<file path="src/rtl/alu_result_stage.sv">
// rtl/alu_result_stage.sv - ALU result skid buffer with in-order writeback and flag commit (optional STICKY_OVF_EN)
module alu_result_stage #(
    parameter int DATA_W = 16,
    parameter int DEST_W = 3
) (
    input  logic              Clock,
    input  logic              Reset,
    input  logic              InValid,
    output logic              InReady,
    input  logic [DATA_W-1:0] Result,
    input  logic              Zero,
    input  logic              Overflow,
    input  logic              CarryOut,
    input  logic [DEST_W-1:0] DestReg,
    input  logic              RegWrite,
    input  logic              FlagWrite,
    output logic              OutValid,
    input  logic              OutReady,
    output logic [DATA_W-1:0] OutData,
    output logic [DEST_W-1:0] OutDest,
    output logic              OutRegWrite,
`ifdef STICKY_OVF_EN
    input  logic              OvClear,
    output logic              OvSticky,
`endif
    output logic [3:0]        Flags
);

    typedef struct packed {
        logic [DATA_W-1:0] result;
        logic              zero;
        logic              overflow;
        logic              carry;
        logic [DEST_W-1:0] dest;
        logic              reg_write;
        logic              flag_write;
    } entry_t;

    typedef enum logic [1:0] {
        EMPTY = 2'd0,
        ONE   = 2'd1,
        FULL  = 2'd2
    } state_e;

    state_e state_q, state_d;
    entry_t h_q, h_d, s_q, s_d, in_entry;
    logic   in_ready_q, in_ready_d;
    logic [3:0] flags_q, flags_d;
    logic   accept, retire;

    assign in_entry = '{result: Result, zero: Zero, overflow: Overflow, carry: CarryOut,
                        dest: DestReg, reg_write: RegWrite, flag_write: FlagWrite};

    assign accept = InValid & in_ready_q;
    assign retire = (state_q != EMPTY) & OutReady;

    always_comb begin
        state_d = state_q;
        h_d     = h_q;
        s_d     = s_q;
        flags_d = flags_q;
        case (state_q)
            EMPTY: begin
                if (accept) begin
                    h_d     = in_entry;
                    state_d = ONE;
                end
            end
            ONE: begin
                if (accept && retire) begin
                    h_d = in_entry;
                end else if (accept) begin
                    s_d     = in_entry;
                    state_d = FULL;
                end else if (retire) begin
                    state_d = EMPTY;
                end
            end
            FULL: begin
                if (retire) begin
                    h_d     = s_q;
                    state_d = ONE;
                end
            end
            default: state_d = EMPTY;
        endcase
        // Flags follow the entry leaving the stage, so they match the last retired result.
        if (retire && h_q.flag_write) begin
            flags_d = {h_q.result[DATA_W-1], h_q.zero, h_q.overflow, h_q.carry};
        end
        in_ready_d = (state_d != FULL);
    end

    always_ff @(posedge Clock or negedge Reset) begin
        if (!Reset) begin
            state_q    <= EMPTY;
            h_q        <= '0;
            s_q        <= '0;
            flags_q    <= 4'b0000;
            in_ready_q <= 1'b1;
        end else begin
            state_q    <= state_d;
            h_q        <= h_d;
            s_q        <= s_d;
            flags_q    <= flags_d;
            in_ready_q <= in_ready_d;
        end
    end

`ifdef STICKY_OVF_EN
    logic ov_sticky_q, ov_sticky_d;

    // Set has priority over clear when both occur together.
    assign ov_sticky_d = (retire & h_q.overflow) | (ov_sticky_q & ~OvClear);

    always_ff @(posedge Clock or negedge Reset) begin
        if (!Reset) begin
            ov_sticky_q <= 1'b0;
        end else begin
            ov_sticky_q <= ov_sticky_d;
        end
    end

    assign OvSticky = ov_sticky_q;
`endif

    assign InReady     = in_ready_q;
    assign OutValid    = (state_q != EMPTY);
    assign OutData     = h_q.result;
    assign OutDest     = h_q.dest;
    assign OutRegWrite = h_q.reg_write & OutValid;
    assign Flags       = flags_q;

endmodule

</file>
<file path="config.mk">
export PLATFORM = sky130hd
export DESIGN_NAME = alu_result_stage
export DESIGN_NICKNAME = d
export VERILOG_FILES = /design/src/rtl/alu_result_stage.sv
export SDC_FILE = /design/constraint.sdc
export NUM_CORES = 1
export LEC_CHECK = 0
export ABC_AREA = 1
export CAP_MARGIN = 25
export CORE_MARGIN = 5
export CORE_UTILIZATION = 40
export DETAILED_ROUTE_END_ITERATION = 8
export SETUP_SLACK_MARGIN = 0.05
export SYNTH_ARGS = -nofsm -noshare
export SYNTH_HDL_FRONTEND = slang
export SYNTH_SLANG_ARGS = --single-unit
</file>
<file path="constraint.sdc">
create_clock -name Clock -period 2.3 [get_ports Clock]
set_clock_uncertainty 0.2 [all_clocks]
set_input_delay 0.46 -clock Clock [delete_from_list [all_inputs] [get_ports Clock]]
set_output_delay 0.46 -clock Clock [all_outputs]
set_load 0.02 [all_outputs]
</file>
Word-level counts from Yosys, hierarchy flattened

Index checks and enable logic that the tools add are counted.

Flip-flop bits (word level): 55
Input bits: 28
Output and inout bits: 26
Word-level logic and storage cells: 44

Equality and inequality tests: 6
Mux-type cells: 10
Bitwise logic cells: 4
Reduce and logical (&&, ||, !) cells: 7

Operators with widths:

| cell                 | number |
|---|---|
| $mux W24             | 3 |
| $pmux W24 S3         | 1 |
| $mux W2              | 5 |
| $ne A2 B2 Y1 const B | 4 |
| $pmux W2 S3          | 1 |
| $reduce_and A4 Y1    | 1 |
| $and A1 B1 Y1        | 3 |
| $reduce_and A3 Y1    | 1 |
| $reduce_bool A3 Y1   | 1 |
| $eq A2 B1 Y1 const B | 1 |
| $eq A2 B2 Y1 const B | 1 |
| $logic_and A1 B1 Y1  | 2 |
| $logic_not A2 Y1     | 1 |
| $reduce_bool A2 Y1   | 1 |
| $not A1 Y1           | 1 |

Depth between registers and ports, before layout

Depth in word-level cells: 7
Depth in mapped cells: 8
Gate-level depth less buffers: 6

Worst setup path before layout

No wires, ideal clock.

Path kind: reg-to-reg
Start point: register state_q[1]
End point: register h_q[0] (netlist name)
Data arrival time: 1.181 ns
Required time: 1.983 ns
Path slack: 0.802 ns
Stages on the path, launching flop included: 9
Path buffers: 2
Clock period less this slack: 1.498 ns
Cell sequence: dfrtp_1 buf_4 nor2_4 inv_1 nand2_4 nand2_4 buf_6 nand2_1 nand2_1

Word-level cells in the longest chain between the ends: 5
Elaborated cells on any way between the ends: 12
Those cells by class: 5 x eq/ne; 1 x mux; 1 x bitwise; 5 x reduce/logical

RTL lines:

| item                          | line | text |
|---|---|---|
| start: declaration            | 45   | `state_e state_q, state_d;` |
| start signal: assignment      | 102  | `state_q <= state_d;` |
| $reduce_bool A2 Y1 *          | -    |  |
| via OutValid                  | 17   | `output logic OutValid,` |
| $and A1 B1 Y1 *               | 55   | `assign retire = (state_q != EMPTY) & OutReady;` |
| $logic_and A1 B1 Y1           | 70   | `if (accept && retire) begin` |
| $ne A2 B2 Y1 (no line)        | -    |  |
| $reduce_and A4 Y1 (no line) * | -    |  |
| end signal: assignment        | 97   | `h_q <= '0;` |
| end signal: assignment        | 103  | `h_q <= h_d;` |
| end: declaration              | 46   | `entry_t h_q, h_d, s_q, s_d, in_entry;` |

Mark *: on every way through the listed nets, which the timed path passes. The rest lies on a longest branch.
A chain may end at the register's enable or synchronous reset.

Worst setup path after layout

Start point: register in_ready_q (netlist: InReady)
End point: output port InReady

RTL lines:

| item                     | line | text |
|---|---|---|
| start: declaration       | 47   | `logic in_ready_q, in_ready_d;` |
| start signal: assignment | 106  | `in_ready_q <= in_ready_d;` |
| end: declaration         | 9    | `output logic InReady,` |

No word-level cell between the ends.

==> flow_metrics.tcl <==
set metrics [dict create \
    die_h_um 92.8 \
    syn-cell-area_sq_um 2740 \
    final_cell_mix "nand2_1 (155), nand3_1 (76), dfrtp_1 (54)" \
    clkTransAtPathRegs_ns 0.11 \
    finalSetupViolCount 0 \
    synth-seq-cells 55 \
    crit_chain "clkdlybuf4s50_1" \
    synth-xor-area-share_pct 0 \
    outcome "finished, final reports clean" \
    synth_nets 371 \
    port-buffer-count 53 \
    slew_headroom_pct 66.7 \
    syn_inst 343 \
    finalCritPeriodShare_pct 93.3 \
    crit_path_start_kind "flop" \
    cp_top_family "buffers and inverters" \
    cts-root-buf "clkbuf_8" \
    finalSetupTns_ns 0 \
    max_stage_delay_ns 0.60 \
    end_kind "output port" \
    total_leakage_power_nw 1.73 \
    fin_util_pct 48.9 \
    gp_congestion 0.718 \
    avgViaCountPerCell 4.90 \
    synth_top_area_share_pct 49.3 \
    gr-total-overflow 0 \
    netSwitchingPower_mw 1.88 \
    die_w_um 92.8 \
    final_layout_size_suffix_gt1_share_pct 8.47 \
    syn-mean-instance-area_sq_um 7.99 \
    min_period_ns 2.15 \
    yosys.cell_types.count 18 \
    cp-startpoint "InReady" \
    cts_max_level 2 \
    core.rowCount 30 \
    io_pins 54 \
    p_comb_share_pct 48.2 \
    final_common_cell "nand2_1" \
    syn2layout_area_growth_pct 19.9 \
    first_pass_iters 4 \
    synthAdderAreaFrac_pct 0 \
    ant_nets 0 \
    synthSimpleGateAreaFrac_pct 38.7 \
    dieArea_sq_um 8610 \
    synthMuxAreaShare_pct 0 \
    routedWlPerCell_um 14.5 \
    hold_start "Flags[3]" \
    ctsLongestPathBuffers 2 \
    grt_pass1_wl_mm 11.5 \
    synthTopCellsByArea "dfrtp_1 (49%), nand2_1 (21%), nand3_1 (14%), buf_4 (6.3%), buf_6 (1.6%)" \
    hold_class "flop to flop" \
    synth_top_cell_by_area "dfrtp_1" \
    yosysSeqAreaShare_pct 50.3 \
    rsz0062_at_grt "no" \
    reg2reg_from "state_q[1]" \
    drt-total-wl_mm 6.65 \
    fin_nets 405 \
    place_hpwl_mm 4.38 \
    final_hold_viol_count 0 \
    synth_top_family_by_area "simple AND/OR/NAND/NOR gates" \
    grt.total_usage_pct 16.7 \
    intPower_mw 2.46 \
    critPathRequiredTime_ns 1.64 \
    power_density_nw_per_um2 1320 \
    cts_setup_buffers 0 \
    vias 2243 \
    clkPwrFrac_pct 12.9 \
    start_util_pct 40.8 \
    antenna_found_initial 0 \
    post-route-drc-count 0 \
    first_iter_violations 217 \
    synth_warnings 0 \
    peakVddDrop_v 0.000671 \
    fmax_mhz 466 \
    slowest_stage "clkdlybuf4s50_1" \
    switching_share_pct 43.3 \
    grt_max_degree 27 \
    cts_inserted_buffers 5 \
    insertion_delay_ns 0.31 \
    cts_sinks 55 \
    seq_power_share_pct 38.9 \
    antenna_cells 0 \
    maxCapViolCount 0 \
    arrival_ns 1.49 \
    worstSetupPathType "flop to output port" \
    tightestPinTransition_ns 0.498 \
    worst-path-buf-inv 1 \
    grt_pass1_vias 2278 \
    coreArea_sq_um 6720 \
    cts_tree "built" \
    critPathMaxFanout 3 \
    synth_compound_area_share_pct 0.183 \
    slew_violations 0 \
]
per-stage QoR:
step                power, mW  instance area [sq um]  setup slack [ns]  instances  hold WS, ns
floorplan                3.24                   2740             0.802        343      -0.0356
global placement         3.78                   3180             0.201        449        0.218
detailed placement       3.82                   3180             0.183        449        0.229
CTS                      4.38                   3280            0.0525        458        0.284
global route             4.70                   3290             0.101        458        0.308
finish                   4.34                   3290             0.153        458        0.279
cells by family (layout without fill, tap and decap cells):
| family | Yosys count | in the layout |
|---|---|---|
| simple gates | 242 | 242 |
| compound gates | 1 | 1 |
| flops | 55 | 55 |
| buf+inv | 45 | 80 |
per-layer routing:
metal	vias to the layer above	track usage, %	share of wire [%]
li1	1138	-	-
met1	1032	23.2	48
met2	67	26.9	46
met3	6	3.57	5.3
met4	0	3.66	0.95
met5	-	0	0
Yosys cell counts:
cell	number
inv_1	4
inv_2	3
nand2_4	4
nand2_1	155
buf_2	8
nor2_4	2
clkbuf_1	2
dfrtp_1	54
buf_4	23
nand2_2	1
nor2_1	2
a21oi_1	1
nand3_1	76
dfstp_2	1
clkbuf_4	1
nand4_1	1
buf_6	4
nand3_2	1
sequential cells by signal, summed over array words and instances, names as in the netlist:
| register | flops |
|---|---|
| Flags | 4 |
| InReady | 1 |
| OutData | 16 |
| OutDest | 3 |
| h_q | 5 |
| s_q | 24 |
| state_q | 2 |
repair_timing:
| item | CTS | global route |
|---|---|---|
| endpoints found under the setup margin | 0 | 2 |
| hold endpoints to repair | 17 | 0 |
| hold buffers | 1 | 0 |
| resized for setup | 0 | 2 |
cell type report:
cell class / instances / area, sq um
Clock buffer: 5 / 68.8
Tap cell: 80 / 100
Clock inverter: 3 / 25.0
Fill cell: 667 / 3430
Sequential cell: 55 / 1380
Inverter: 7 / 26.3
Multi-Input combinational cell: 243 / 1060
Timing Repair Buffer: 65 / 623
path summary, 6_finish.rpt:
check                           slack [ns]  depth (start not counted)    endpoint
worst min-delay path                  0.28                          2    Flags[3]
min in group asynchronous             0.42                          2  OutDest[0]
max in group asynchronous             0.83                          3     s_q[14]
worst max-delay path                  0.15                          1     InReady
worst max register to register        0.46                          7      s_q[7]
worst min register to register        0.28                          2    Flags[3]
power groups by stage:
stage               logic [mW]  clock network [mW]  registers (mW)
floorplan                 1.56                   0            1.68
global placement          2.08                   0            1.69
detailed placement        2.12                   0            1.70
CTS                       2.12               0.576            1.68
global route              2.34               0.626            1.74
finish                    2.09               0.560            1.69
(Power assumes the default switching activity.)
